===== config.mk =====
export PLATFORM = sky130hd
export DESIGN_NAME = pll_reset_sequencer
export DESIGN_NICKNAME = d
export VERILOG_FILES = /design/src/rtl/pll_pkg.sv /design/src/rtl/bit_synchronizer.sv /design/src/rtl/pll_reset_sequencer.sv
export SDC_FILE = /design/constraint.sdc
export NUM_CORES = 1
export LEC_CHECK = 0
export ABC_AREA = 1
export BUFFER_PORTS_ARGS = -buffer_cell sky130_fd_sc_hd__buf_2
export CAP_MARGIN = 20
export CORE_MARGIN = 10
export CORE_UTILIZATION = 35
export DETAILED_ROUTE_END_ITERATION = 8
export GPL_ROUTABILITY_DRIVEN = 0
export PLACE_DENSITY = 0.63
export SYNTH_ARGS = -nofsm -noshare
export SYNTH_HDL_FRONTEND = slang
export SYNTH_SLANG_ARGS = --single-unit
export TNS_END_PERCENT = 100

===== constraint.sdc =====
create_clock -name i_clock -period 3.45 [get_ports i_clock]
set_input_delay 0.345 -clock i_clock [delete_from_list [all_inputs] [get_ports i_clock]]
set_output_delay 0.345 -clock i_clock [all_outputs]
set_load 0.01 [all_outputs]

===== src/rtl/pll_pkg.sv =====
// Shared types and constants for the PLL reset sequencer.
// No latency or backpressure of its own: types, defaults and a width helper only.
package pll_pkg;

   typedef enum logic [2:0] {
      WAIT_LOCK = 3'd0,
      STABILIZE = 3'd1,
      HOLD      = 3'd2,
      RUN       = 3'd3,
      LOSS      = 3'd4
   } seq_state_t;

   localparam int DEFAULT_SYNC_STAGES = 2;

   // Width of a counter that must reach max(a,b)-1; never narrower than one bit.
   function automatic int cnt_width(input int a, input int b);
      int m;
      m = (a > b) ? a : b;
      return (m <= 1) ? 1 : $clog2(m);
   endfunction

endpackage


===== src/rtl/bit_synchronizer.sv =====
// Multi-flop synchronizer for a single level signal, reset to 0.
// Latency STAGES clock edges; no backpressure (free-running level path).
module bit_synchronizer #(
   parameter int STAGES = 2
) (
   input  logic i_clock,
   input  logic i_reset_n,
   input  logic i_async,
   output logic o_sync
);

   logic [STAGES-1:0] r_sync;

   always_ff @(posedge i_clock or negedge i_reset_n) begin
      if (!i_reset_n) begin
         r_sync <= '0;
      end else begin
         r_sync <= {r_sync[STAGES-2:0], i_async};
      end
   end

   assign o_sync = r_sync[STAGES-1];

endmodule


===== src/rtl/pll_reset_sequencer.sv =====
// Qualifies PLL lock, then releases a synchronously-deasserted system reset and ready flag.
// Release takes SYNC_STAGES+1+STABLE_CYCLES+HOLD_CYCLES edges; no backpressure, status-only outputs.
module pll_reset_sequencer
   import pll_pkg::*;
#(
   parameter int SYNC_STAGES   = DEFAULT_SYNC_STAGES,
   parameter int STABLE_CYCLES = 1024,
   parameter int HOLD_CYCLES   = 16,
   parameter int COUNT_WIDTH   = 8
) (
   input  logic                   i_clock,
   input  logic                   i_reset_n,
   input  logic                   i_locked_async,
   input  logic                   i_soft_reset_req,
   input  logic                   i_clear_sticky,
   output logic                   o_sys_reset_n,
   output logic                   o_ready,
   output logic                   o_lock_lost_sticky,
   output logic [COUNT_WIDTH-1:0] o_lock_loss_count,
   output logic [2:0]             o_state
);

   localparam int CNT_W = cnt_width(STABLE_CYCLES, HOLD_CYCLES);
   localparam logic [CNT_W-1:0] STABLE_LAST = CNT_W'(STABLE_CYCLES - 1);
   localparam logic [CNT_W-1:0] HOLD_LAST   = CNT_W'(HOLD_CYCLES - 1);

   seq_state_t             r_state;
   seq_state_t             w_next_state;
   logic [CNT_W-1:0]       r_cnt;
   logic [CNT_W-1:0]       w_cnt_next;
   logic                   w_locked_sync;
   logic                   w_run_next;
   logic                   w_loss;
   logic                   r_sys_reset_n;
   logic                   r_ready;
   logic                   r_sticky;
   logic [COUNT_WIDTH-1:0] r_loss_cnt;

   bit_synchronizer #(
      .STAGES (SYNC_STAGES)
   ) u_lock_sync (
      .i_clock   (i_clock),
      .i_reset_n (i_reset_n),
      .i_async   (i_locked_async),
      .o_sync    (w_locked_sync)
   );

   always_ff @(posedge i_clock or negedge i_reset_n) begin
      if (!i_reset_n) begin
         r_state <= WAIT_LOCK;
         r_cnt   <= '0;
      end else begin
         r_state <= w_next_state;
         r_cnt   <= w_cnt_next;
      end
   end

   always_comb begin
      w_next_state = WAIT_LOCK;
      case (r_state)
         WAIT_LOCK: w_next_state = w_locked_sync ? STABILIZE : WAIT_LOCK;
         STABILIZE: begin
            if (!w_locked_sync)            w_next_state = WAIT_LOCK;
            else if (r_cnt == STABLE_LAST) w_next_state = HOLD;
            else                           w_next_state = STABILIZE;
         end
         HOLD: begin
            if (!w_locked_sync)          w_next_state = LOSS;
            else if (r_cnt == HOLD_LAST) w_next_state = RUN;
            else                         w_next_state = HOLD;
         end
         // Lock loss outranks a coincident soft reset request.
         RUN: begin
            if (!w_locked_sync)        w_next_state = LOSS;
            else if (i_soft_reset_req) w_next_state = HOLD;
            else                       w_next_state = RUN;
         end
         LOSS:    w_next_state = WAIT_LOCK;
         default: w_next_state = WAIT_LOCK;
      endcase
   end

   // Counter only runs while staying in a timed state; any transition clears it.
   always_comb begin
      w_cnt_next = '0;
      if ((w_next_state == r_state) && ((r_state == STABILIZE) || (r_state == HOLD))) begin
         w_cnt_next = r_cnt + 1'b1;
      end
   end

   always_comb begin
      w_run_next = (w_next_state == RUN);
      w_loss     = (r_state == LOSS);
   end

   always_ff @(posedge i_clock or negedge i_reset_n) begin
      if (!i_reset_n) begin
         r_sys_reset_n <= 1'b0;
         r_ready       <= 1'b0;
         r_sticky      <= 1'b0;
         r_loss_cnt    <= '0;
      end else begin
         r_sys_reset_n <= w_run_next;
         r_ready       <= w_run_next;
         if (w_loss)              r_sticky <= 1'b1;
         else if (i_clear_sticky) r_sticky <= 1'b0;
         if (w_loss && !(&r_loss_cnt)) begin
            r_loss_cnt <= r_loss_cnt + 1'b1;
         end
      end
   end

   assign o_sys_reset_n      = r_sys_reset_n;
   assign o_ready            = r_ready;
   assign o_lock_lost_sticky = r_sticky;
   assign o_lock_loss_count  = r_loss_cnt;
   assign o_state            = r_state;

endmodule


Word level (Yosys, flattened, before mapping)
Cells that the tools add are included.
{"block": "word_totals", "input_bits": 5, "regBits": 25, "elab_cells": 34, "out_inout_bits": 14}
{"block": "op_classes", "addsub": 2, "muxes": 11, "reduce_logical": 7, "eq_ne": 8}
{"op": "$pmux 3 s4", "count": 1}
{"op": "$add 10x1->10 const B", "count": 1}
{"op": "$eq 10x10->1 const B", "count": 1}
{"op": "$eq 10x4->1 const B", "count": 1}
{"op": "$mux 10", "count": 1}
{"op": "$eq 3x2->1 const B", "count": 3}
{"op": "$add 8x1->8 const B", "count": 1}
{"op": "$reduce_and 8->1", "count": 1}
{"op": "$mux 3", "count": 2}
{"op": "$mux 1", "count": 5}
{"op": "$mux 2", "count": 2}
{"op": "$eq 3x1->1 const B", "count": 1}
{"op": "$eq 3x3->1", "count": 1}
{"op": "$eq 3x3->1 const B", "count": 1}
{"op": "$logic_not 3->1", "count": 1}
{"op": "$logic_and 1x1->1", "count": 2}
{"op": "$reduce_bool 2->1", "count": 1}
{"op": "$logic_not 1->1", "count": 1}
{"op": "$logic_or 1x1->1", "count": 1}

Longest topological paths before layout
Gate-level depths: netlist of run 1.
{"block": "logic_depth", "depth_word": 7, "depth_mapped": 10, "ltp_nobuf": 10}

By module
Synthesis of run 1 repeated with hierarchy kept, for this count alone.
{"block": "unflattened", "hier_cells": 139, "area_unflattened_um2": 1203.7}
{"module": "pll_reset_sequencer", "seq_area_each_um2": 575.6, "cells_each": 137, "n_inst": 1, "area_per_inst_um2": 1153.6}
{"module": "bit_synchronizer", "seq_area_each_um2": 50.0, "cells_each": 2, "n_inst": 1, "area_per_inst_um2": 50.0}

Worst setup path before layout of run 1
OpenSTA, ideal clock, no wires.
{"block": "synth_timing", "path_kind": "register to register", "start": "register r_cnt[0]", "end": "register r_cnt[7]", "required_ps": 3329, "period_less_slack_ps": 1419, "arrival_ps": 1298, "stages_incl_launch_ff": 9, "slack_ps": 2031, "path_cell_list": "dfrtp_1 -> ha_1 -> nand2_1 -> nor2_1 -> nand4_1 -> nand3_2 -> nand3_1 -> nand3_4 -> nor2_1"}
{"block": "synth_between", "elab_chain_len": 7, "word_cells_on_any_way": 11, "cone_classes": "add/sub (1); eq/ne (3); mux (6); reduce/logical (1)"}
{"element": "start, declared", "line_no": "pll_reset_sequencer.sv:29", "source": "logic [CNT_W-1:0] r_cnt;"}
{"element": "start signal, assigned", "line_no": "pll_reset_sequencer.sv:54", "source": "r_cnt <= w_cnt_next;"}
{"element": "$eq 10x4->1 or $eq 10x10->1 (tied branches)", "line_no": "pll_reset_sequencer.sv:69, pll_reset_sequencer.sv:64"}
{"element": "$mux 1 or $mux 2 (tied branches)", "line_no": "pll_reset_sequencer.sv:69, pll_reset_sequencer.sv:64"}
{"element": "$mux 3 or $mux 2 (tied branches)", "line_no": "pll_reset_sequencer.sv:68, pll_reset_sequencer.sv:63"}
{"element": "$pmux 3 s4", "line_no": "pll_reset_sequencer.sv:60", "source": "case (r_state)"}
{"element": "$eq 3x3->1", "line_no": "pll_reset_sequencer.sv:86", "source": "if ((w_next_state == r_state) && ((r_state == STABILIZE) || (r_state == HOLD))) begin"}
{"element": "$logic_and 1x1->1", "line_no": "pll_reset_sequencer.sv:86"}
{"element": "$mux 10 (*)", "line_no": "pll_reset_sequencer.sv:86"}
{"element": "net w_cnt_next[7]", "line_no": "pll_reset_sequencer.sv:30", "source": "logic [CNT_W-1:0] w_cnt_next;"}
The timed path passes the listed nets; every way through them passes the cells marked *.
A chain may end at the register's enable or synchronous reset.

Final worst setup path of run 1
{"block": "layout_timing", "start": "register r_cnt[0]", "end": "register r_cnt[0]"}
{"block": "layout_between", "elab_chain_len": 7, "word_cells_on_any_way": 11, "cone_classes": "add/sub (1); eq/ne (3); mux (6); reduce/logical (1)"}
{"element": "$eq 10x4->1 or $eq 10x10->1 (tied branches)", "line_no": "pll_reset_sequencer.sv:69, pll_reset_sequencer.sv:64"}
{"element": "$mux 1 or $mux 2 (tied branches)", "line_no": "pll_reset_sequencer.sv:69, pll_reset_sequencer.sv:64"}
{"element": "$mux 3 or $mux 2 (tied branches)", "line_no": "pll_reset_sequencer.sv:68, pll_reset_sequencer.sv:63"}
{"element": "$pmux 3 s4 (*)", "line_no": "pll_reset_sequencer.sv:60"}
{"element": "net w_next_state[0]", "line_no": "pll_reset_sequencer.sv:28", "source": "seq_state_t w_next_state;"}
{"element": "$eq 3x3->1 (*)", "line_no": "pll_reset_sequencer.sv:86"}
{"element": "$logic_and 1x1->1 (*)", "line_no": "pll_reset_sequencer.sv:86"}
{"element": "$mux 10 (*)", "line_no": "pll_reset_sequencer.sv:86"}
{"element": "net w_cnt_next[0]", "line_no": "pll_reset_sequencer.sv:30"}
Marked as above.

==> impl_metrics.csv, run 1 <==
group,metric,value,unit
clock_network,htreeDepth,1,
final_layout,final_cell_mix,"nand2_1 (30), dfrtp_1 (25), nor2_1 (19)",
synth,synthCells,141,
global_route,grt_max_degree,26,
synth,ys_async_sr_fraction,100,%
drt,drc,0,
run,maxCapViolCount,0,
synth,synth_top_flop_cell,"dfrtp_1",
synth,synth_top_area_share,51.1,%
setup_path,worstSetupStartpointType,"flop",
timing,hold_viol_final,0,
die,die_x,79.1,um
final_layout,nets,171,
synth,ys_types,21,
die,die-area,6260,sq um
worst_hold_path,whs_path_depth,1,
global_route,overflow,0,
timing,fmax,0.614,GHz
synth,synth_nets,148,
synth,netlist_area,1220,sq um
final_layout,final_cell_area,1400,sq um
clock_network,cts_buffer_depth,2,
global_route,grt_first_pass_wirelength,4300,um
synth,ys_seq_area_share,51.1,%
drt,drtIter0Drc,25,
global_route,grt_pass1_vias,1034,
synth,ys_top_cells_by_area,"dfrtp_1 (51%), nand2_1 (9.2%), xor2_1 (6.4%), nor2_1 (5.8%), nand3_1 (4.9%)",
setup_path,cp-startpoint,"r_cnt[0]",
timing,tightest_slew,0.570,ns
die,start_util,36.4,%
clock_network,cts_sinks,25,
timing,rsz0062_at_grt,"false",
setup_path,ff2ff_path_depth,9,
drt,wirelength,2450,um
clock_network,clock-root-buffer,"clkbuf_4",
clock_network,ctsHoldBuffers,0,
timing,setup_viol_count_final,0,
setup_path,critPathMaxFanout,10,
power,leakage,0.714,nW
power,p_per_area,324,nW/um^2
drt,route.detailed.vias_per_inst,4.49,
timing,fin_setup_tns,0,ns
clock_network,ctsResizeCount,0,
global_route,track_usage,8.19,%
clock_network,post_cts_buffers,0,
synth,synth-seq-cells,25,
power,ir_worst_vdd,0.152,mV
setup_path,worst-setup-path-type,"reg -> reg",
drt,firstDrtPassIters,4,
final_layout,final_common_cell,"nand2_1",
setup_path,r2r_setup_slack,1.82,ns
die,rows,21,
die,die_h,79.1,um
setup_path,r2r-end,"r_cnt[0]",
synth,synth.avg_cell_area,8.68,sq um
placement,dpl.hpwl,1880,um
timing,hold_ws,0.135,ns
setup_path,required,3.71,ns
worst_hold_path,min_from,"i_locked_async",
synth,synth_warnings,0,
timing,period_needed,1.63,ns
worst_hold_path,holdCritPathClass,"in -> reg",
drt,post_drt_wl_per_cell,11.7,um
synth,synth_edf_count,0,
die,core_region_area,3360,sq um
clock_network,numCtsBuffers,3,
final_layout,drive_above_1_share,19.6,%
timing,finClkSkew,0.0177,ns
drt,vias,939,
clock_network,cts.reportedPaths.clkPinSlew,0.15,ns
final_layout,antenna_cells,0,
die,ios,19,
placement,portBuffers,18,
worst_hold_path,hold_end,"u_lock_sync.r_sync[0]",
placement,place_area,1360,sq um
timing,drv_slew,0,
drt,final_antenna_net_count,0,
timing,max-slew-margin-rel,62.0,%
setup_path,arrival,1.89,ns
global_route,antenna_found_initial,0,
clock_network,cts_tree,"built",
final_layout,syn2layout_area_growth,14.5,%
clock_network,clk_latency,0.32,ns
synth,synth_top_area_cell,"dfrtp_1",
timing,post-route-period-util,47.2,%
setup_path,endpoint_kind,"flop",
outcome,status,"complete, no violations",
setup_path,worstReg2RegStart,"r_cnt[0]",
synthesized netlist by cell type (all sizes together), types with 2 or more instances:
| cell | n |
|---|---|
| nand2 | 34 |
| dfrtp | 25 |
| nor2 | 20 |
| inv | 17 |
| nand3 | 14 |
| xor2 | 9 |
| nor3 | 5 |
| a21oi | 4 |
| o21ai | 4 |
| xnor2 | 3 |
| ha | 2 |
| or2 | 2 |
flip-flops by register name (all words and copies together) (netlist names):
| signal | count |
|---|---|
| u_lock_sync.r_sync | 2 |
| o_state | 3 |
| o_lock_lost_sticky | 1 |
| r_cnt | 10 |
| o_lock_loss_count | 8 |
| o_ready | 1 |
metal layers:
layer	GRT usage [%]	share of wire [%]
met1	9.03	47
met5	0	0
met4	1.61	0.41
met2	14.4	48
met3	3.38	4.7
per-stage QoR:
step	power [W]	setup WS (ns)	util, %	instances
2_1_floorplan	0.000314	2.03	-	141
3_3_place_gp	0.000325	1.94	40.6	204
3_5_place_dp	0.000326	1.84	40.6	204
4_1_cts	0.000461	1.81	41.4	208
5_1_grt	0.000479	1.64	41.7	209
6_report	0.000454	1.82	41.7	209
worst max-delay path, stage by stage (launching register included):
cell and delay, ns:
dfrtp_1 0.40, ha_1 0.21, nand2_1 0.06, nor2_1 0.20
nand4_1 0.18, nand3_2 0.11, nand2_2 0.06, nand2_2 0.07
nand3_4 0.12, nor2_1 0.14
kinds of logic after synthesis:
family,count (synthesis),share of synthesized area (%)
AO/OA/AOI/OAI,8,3.27
XOR/XNOR,12,8.59
flip-flops,25,51.1
adder cells (fa/ha/maj),2,2.04
AND/OR/NAND/NOR,76,29.1
buffers and inverters,18,5.83
where the power goes:
| group | internal, W | leakage (nW) | total (W) | switching [W] |
|---|---|---|---|---|
| registers | 0.000296 | 0.341 | 0.000299 | 0.00000278 |
| logic | 0.00000672 | 0.355 | 0.0000216 | 0.0000149 |
| clock network | 0.0000434 | 0.0177 | 0.000133 | 0.0000895 |
final cells by class:
type                            instances  area [sq um]
Fill cell                             360          1960
Timing Repair Buffer                   19           100
Sequential cell                        25           626
Clock buffer                            3          22.5
Tap cell                               46          57.6
Clock inverter                          1          5.00
Inverter                               17          63.8
Multi-Input combinational cell         98           527
worst max path at each step:
stage	slack [ns]	to	cells after the start
finish	1.82	r_cnt[0]	9
global route	1.64	r_cnt[0]	9
CTS	1.81	r_cnt[0]	9
detailed placement	1.84	r_cnt[0]	9
global placement	1.94	r_cnt[2]	8
floorplan	2.03	r_cnt[7]	8
Note: power is estimated with default switching activity, not from simulation.
==> run 2, diff against run 1 <==
==> constraint.sdc (replaced) <==
create_clock -name i_clock -period 1.58 [get_ports i_clock]
set_input_delay 0.158 -clock i_clock [delete_from_list [all_inputs] [get_ports i_clock]]
set_output_delay 0.158 -clock i_clock [all_outputs]
set_load 0.01 [all_outputs]
==> impl_metrics.csv, run 2 (synthesized netlist as in run 1, its figures left out) <==
group,metric,value,unit
outcome,status,"complete, no violations",
drt,drc,0,
power,comb_power_share,7.0,%
setup_path,worst_path_max_delay_cell,"dfrtp_1",
die,core_region_area,3360,sq um
power,leakage,0.773,nW
die,die-area,6260,sq um
clock_network,htreeDepth,1,
final_layout,antenna_cells,0,
setup_path,endpoint_kind,"flop",
power,power_frac_seq,64.9,%
final_layout,largest_register_ffs,10,
final_layout,final_common_cell,"nand2_1",
setup_path,arrival,1.81,ns
die,die_h,79.1,um
setup_path,cpPeakStageDelay,0.42,ns
clock_network,cts.reportedPaths.clkPinSlew,0.13,ns
drt,vias,1031,
drt,firstDrtPassIters,4,
run,maxCapViolCount,0,
timing,max-slew-margin-rel,63.6,%
power,ir_worst_vdd,0.414,mV
timing,fmax,0.642,GHz
global_route,track_usage,8.17,%
final_layout,syn2layout_area_growth,27.7,%
power,p_per_area,644,nW/um^2
setup_path,path_common_cell,"nand2_2",
die,start_util,36.4,%
die,ios,19,
drt,final_antenna_net_count,0,
power,p_switching,0.000234,W
timing,rsz0062_at_grt,"true",
power,finalPower,0.00101,W
global_route,grt_pass1_vias,1010,
clock_network,clk_latency,0.31,ns
setup_path,required,1.83,ns
placement,portBuffers,18,
final_layout,final_cell_mix,"nand2_1 (28), dfrtp_1 (25), buf_2 (18)",
timing,drv_slew,0,
setup_path,r2r_setup_slack,0.02,ns
final_layout,regMostFlops,"r_cnt",
drt,wirelength,2700,um
setup_path,worstSetupStartpointType,"flop",
global_route,grt_max_degree,26,
power,p_int,0.000772,W
setup_path,worst-setup-path-type,"reg -> reg",
clock_network,numCtsBuffers,3,
timing,finClkSkew,0.00197,ns
timing,hold_viol_final,0,
worst_hold_path,holdCritPathClass,"in -> reg",
drt,post_drt_wl_per_cell,12.2,um
timing,period_needed,1.56,ns
die,rows,21,
clock_network,clock-root-buffer,"clkbuf_4",
power,switching_share,23.2,%
timing,setup_viol_count_final,0,
final_layout,nets,183,
setup_path,critPathMaxFanout,5,
timing,fin_setup_tns,0,ns
global_route,overflow,0,
clock_network,cts_sinks,25,
timing,post-route-period-util,98.5,%
power,p_clk_share,28.1,%
final_layout,drive_above_1_share,30.3,%
drt,drtIter0Drc,71,
timing,tightest_slew,0.546,ns
clock_network,cts_tree,"built",
drt,route.detailed.vias_per_inst,4.67,
setup_path,cp_cell_sequence,"ha_4 -> nand2_2 -> nor2_4 -> nand4_1 -> nand3_2 -> nand2_2 -> nand2_4 -> nand3_4 -> nor2_1",
clock_network,cts_buffer_depth,2,
global_route,antenna_found_initial,0,
die,die_x,79.1,um
placement,dpl.hpwl,1840,um
global_route,grt_first_pass_wirelength,4260,um
==> run 2: changes by cell type in the layout (fill, tap and decap cells not counted), sizes merged <==
cell / delta
dlygate4sd3: +1
clkbuf: +1
clkinv: -1
nand3: +1
buf: +10
==> run 2: metrics by stage <==
| stage | setup WS [ns] | instance area (sq um) | std cells | util (%) | hold slack (ns) |
|---|---|---|---|---|---|
| CTS | 0.0200 | 1440 | 212 | 42.7 | 0.0135 |
| detailed placement | -0.0269 | 1380 | 206 | 41.0 | 0.181 |
| global route | -0.0727 | 1560 | 221 | 46.5 | 0.0212 |
| finish | 0.0234 | 1560 | 221 | 46.5 | 0.0241 |
| global placement | 0.0714 | 1380 | 206 | 41.0 | 0.174 |
| floorplan | 0.161 | 1220 | 141 | - | -0.138 |
==> run 2: path summary, 6_finish.rpt <==
path,cells after the start,start,to
max,9,r_cnt[1],r_cnt[0]
min,2,i_clear_sticky,o_lock_lost_sticky
max reg2reg,9,r_cnt[1],r_cnt[0]
min reg2reg,0,u_lock_sync.r_sync[0],u_lock_sync.r_sync[1]
max in group asynchronous,2,i_reset_n,o_state[2]
min in group asynchronous,2,i_reset_n,r_cnt[6]
==> run 2: power groups by stage <==
stage / Sequential, W / Clock, W / Combinational (W)
after global routing: 0.000654 / 0.000316 / 0.0000807
final: 0.000653 / 0.000282 / 0.0000709
after detailed placement: 0.000664 / 0 / 0.0000498
after global placement: 0.000663 / 0 / 0.0000484
after floorplan: 0.000665 / 0 / 0.0000221
after CTS: 0.000652 / 0.000297 / 0.0000553
==> run 2: critical path, delay by kind of cell, from the launching register on <==
family	cells	cell delay [ns]
adders and majority gates	1	0.16
and+or+nand+nor	8	0.90
DFF	1	0.42
==> run 2: what timing repair did <==
action / in CTS / in global routing
resized for setup: 3 / 13
hold endpoints to repair: 26 / 0
cloned: 0 / 1
setup buffers: 0 / 8
endpoints found under the setup margin: 10 / 11
pin swaps: 0 / 8
hold buffers: 2 / 0
==> run 2: cell type report <==
cell class              instances  area [sq um]
fillers                       328          1800
flip-flops and latches         25           626
multi-input cells              99           604
repair buffers                 30           185
inverters                      17          63.8
well taps                      46          57.6
clock buffers                   4          26.3
==> run 2: per-layer routing <==
metal | track usage [%] | wire, um
met1 | 9.04 | 1190
met2 | 14.4 | 1360
met3 | 3.15 | 110
met4 | 1.97 | 38
met5 | 0 | 0
==> run 3, diff against run 2 <==
--- a/config.mk
+++ b/config.mk
@@ -15,5 +15,6 @@
 export PLACE_DENSITY = 0.63
 export SYNTH_ARGS = -nofsm -noshare
 export SYNTH_HDL_FRONTEND = slang
+export SYNTH_HIERARCHICAL = 1
 export SYNTH_SLANG_ARGS = --single-unit
 export TNS_END_PERCENT = 100
==> impl_metrics.csv, run 3 <==
group,metric,value,unit
power,p_per_area,649,nW/um^2
die,die-area,6190,sq um
final_layout,final_cell_area,1580,sq um
timing,max-slew-margin-rel,62.0,%
timing,drv_slew,0,
synth,synthCells,139,
drt,wirelength,2710,um
worst_hold_path,holdCritPathClass,"in -> reg",
drt,wl_met2,1310,um
setup_path,endpoint_kind,"flop",
timing,fmax,0.652,GHz
clock_network,cts_buffer_depth,2,
final_layout,regMostFlops,"r_cnt",
timing,fin_ws,0.0468,ns
synth,synth.avg_cell_area,8.66,sq um
global_route,antenna_found_initial,0,
drt,highest_layer,"met4",
final_layout,nets,185,
setup_path,worstSetupStartpointType,"flop",
drt,drtIter0Drc,82,
clock_network,clock-root-buffer,"clkbuf_4",
timing,setup_viol_count_final,0,
clock_network,numCtsBuffers,3,
drt,route.detailed.vias_per_inst,4.59,
placement,place_ws,-0.0199,ns
timing,rsz0062_at_grt,"true",
synth,ys_types,19,
power,leakage,0.794,nW
final_layout,antenna_cells,0,
timing,period_needed,1.53,ns
final_layout,drive_above_1_share,33.3,%
final_layout,final_common_cell,"nand2_1",
clock_network,cts.reportedPaths.clkPinSlew,0.14,ns
drt,drc,0,
setup_path,cp_num_buf_inv,0,
synth,synth_top_area_cell,"dfrtp_1",
synth,netlist_area,1200,sq um
die,die_x,78.6,um
power,ir_worst_vdd,0.576,mV
die,rows,21,
clock_network,cts_sinks,25,
clock_network,cts_tree,"built",
synth,ys_async_sr_fraction,100,%
drt,met3_wirelength,145,um
synth,ys_top_cells_by_area,"dfrtp_1 (52%), nand2_1 (9.0%), nor2_1 (6.2%), inv_1 (5.6%), nand3_1 (5.4%)",
setup_path,required,1.85,ns
setup_path,cp_top_family,"simple AND/OR/NAND/NOR gates",
setup_path,arrival,1.80,ns
drt,final_antenna_net_count,0,
timing,tightest_slew,0.570,ns
die,die_h,78.6,um
die,start_util,36.1,%
clock_network,clk_latency,0.33,ns
final_layout,largest_register_ffs,10,
setup_path,worst_path_max_delay_cell,"dfrtp_1",
synth,synth-seq-cells,25,
timing,hold_viol_final,0,
drt,vias,1024,
die,ios,19,
placement,portBuffers,18,
timing,post-route-period-util,97.0,%
placement,place_area,1370,sq um
setup_path,cpPeakStageDelay,0.42,ns
global_route,grt_max_degree,26,
final_layout,final_cell_mix,"nand2_1 (26), dfrtp_1 (25), buf_2 (18)",
run,maxCapViolCount,0,
synth,synth_nets,146,
global_route,overflow,0,
drt,firstDrtPassIters,4,
drt,wl_met1,1250,um
outcome,status,"complete, no violations",
final_layout,syn2layout_area_growth,31.0,%
timing,finClkSkew,0.00623,ns
placement,dpl.hpwl,1890,um
synth,synth_top_area_share,52.0,%
global_route,grt_first_pass_wirelength,4320,um
synth,synth_top_flop_cell,"dfrtp_1",
drt,post_drt_wl_per_cell,12.2,um
global_route,grt_pass1_vias,1045,
synth,synth_warnings,6,
global_route,track_usage,8.44,%
synth,post-synth-top-count-cell,"nand2_1",
clock_network,htreeDepth,1,
synth,synth_edf_count,0,
synth,synthTopCellsByCount,"nand2_1 (29), dfrtp_1 (25), nor2_1 (20)",
setup_path,path_common_cell,"nand2_2",
setup_path,worst-setup-path-type,"reg -> reg",
synth,ys_seq_area_share,52.0,%
setup_path,critPathMaxFanout,5,
die,core_region_area,3340,sq um
setup_path,cp_cell_sequence,"ha_4 -> nand2_2 -> nor2_4 -> nand4_1 -> nand3_2 -> nand2_2 -> nand2_4 -> nand3_4 -> nor2_2",
[run 3: cell types whose count changed after synthesis, sizes merged]
cell	change
nand2	-2
nor3	-2
xor2	-2
inv	+1
nand3	+1
nand4	+1
nor2	+1
o21ai	-1
xnor2	+1
[run 3: metrics by stage]
step	instances	utilization (%)	power, W	hold slack (ns)	setup TNS (ns)
5_1_grt	223	47.2	0.00107	0.0158	-0.497
3_3_place_gp	205	40.9	0.000711	0.175	0
2_1_floorplan	139	-	0.000687	-0.138	0
3_5_place_dp	205	40.9	0.000714	0.188	-0.0472
4_1_cts	212	42.7	0.00101	0.0135	0
6_report	223	47.2	0.00102	0.00885	0
[run 3: cell families after synthesis]
group	synth area share (%)
adder cells (fa/ha/maj)	2.08
XOR/XNOR	8.00
AND/OR/NAND/NOR	28.8
buffers and inverters	6.24
flip-flops	52.0
AO/OA/AOI/OAI	2.91
[run 3: area by class of cell]
cell class / count / area (sq um)
fill: 326 / 1760
sequential: 25 / 626
multi-input combinational: 96 / 583
timing repair buffer: 34 / 215
inverter: 18 / 67.6
tap: 46 / 57.6
clock buffer: 3 / 22.5
clock inverter: 1 / 5.00
[run 3: power breakdown]
group	switching, W	internal [W]	total, W
combinational	0.0000444	0.0000284	0.0000729
clock	0.000203	0.0000951	0.000298
sequential	0.00000561	0.000647	0.000653
[run 3: layer usage]
layer | global-route usage (%) | up-vias
met1 | 9.52 | 485
met5 | 0 | -
met2 | 14.6 | 29
li1 | - | 508
met3 | 3.64 | 2
met4 | 1.61 | 0
[run 3: final timing paths]
path	to	depth (start not counted)	slack (ns)	start
min reg2reg	u_lock_sync/r_sync[1]	0	0.37	u_lock_sync/r_sync[0]
max reg2reg	r_cnt[9]	9	0.05	r_cnt[1]
max	r_cnt[9]	9	0.05	r_cnt[1]
min	o_lock_lost_sticky	2	0.009	i_clear_sticky
max in group asynchronous	o_state[0]	2	0.87	i_reset_n
min in group asynchronous	r_cnt[0]	2	0.33	i_reset_n
[run 3: what timing repair did]
action,4_1_cts,5_1_grt
setup endpoints to repair,15,17
hold buffers,2,0
buffers inserted,1,10
gates resized for setup,1,19
pin swaps,0,11
cloned,0,1
hold endpoints to repair,26,0
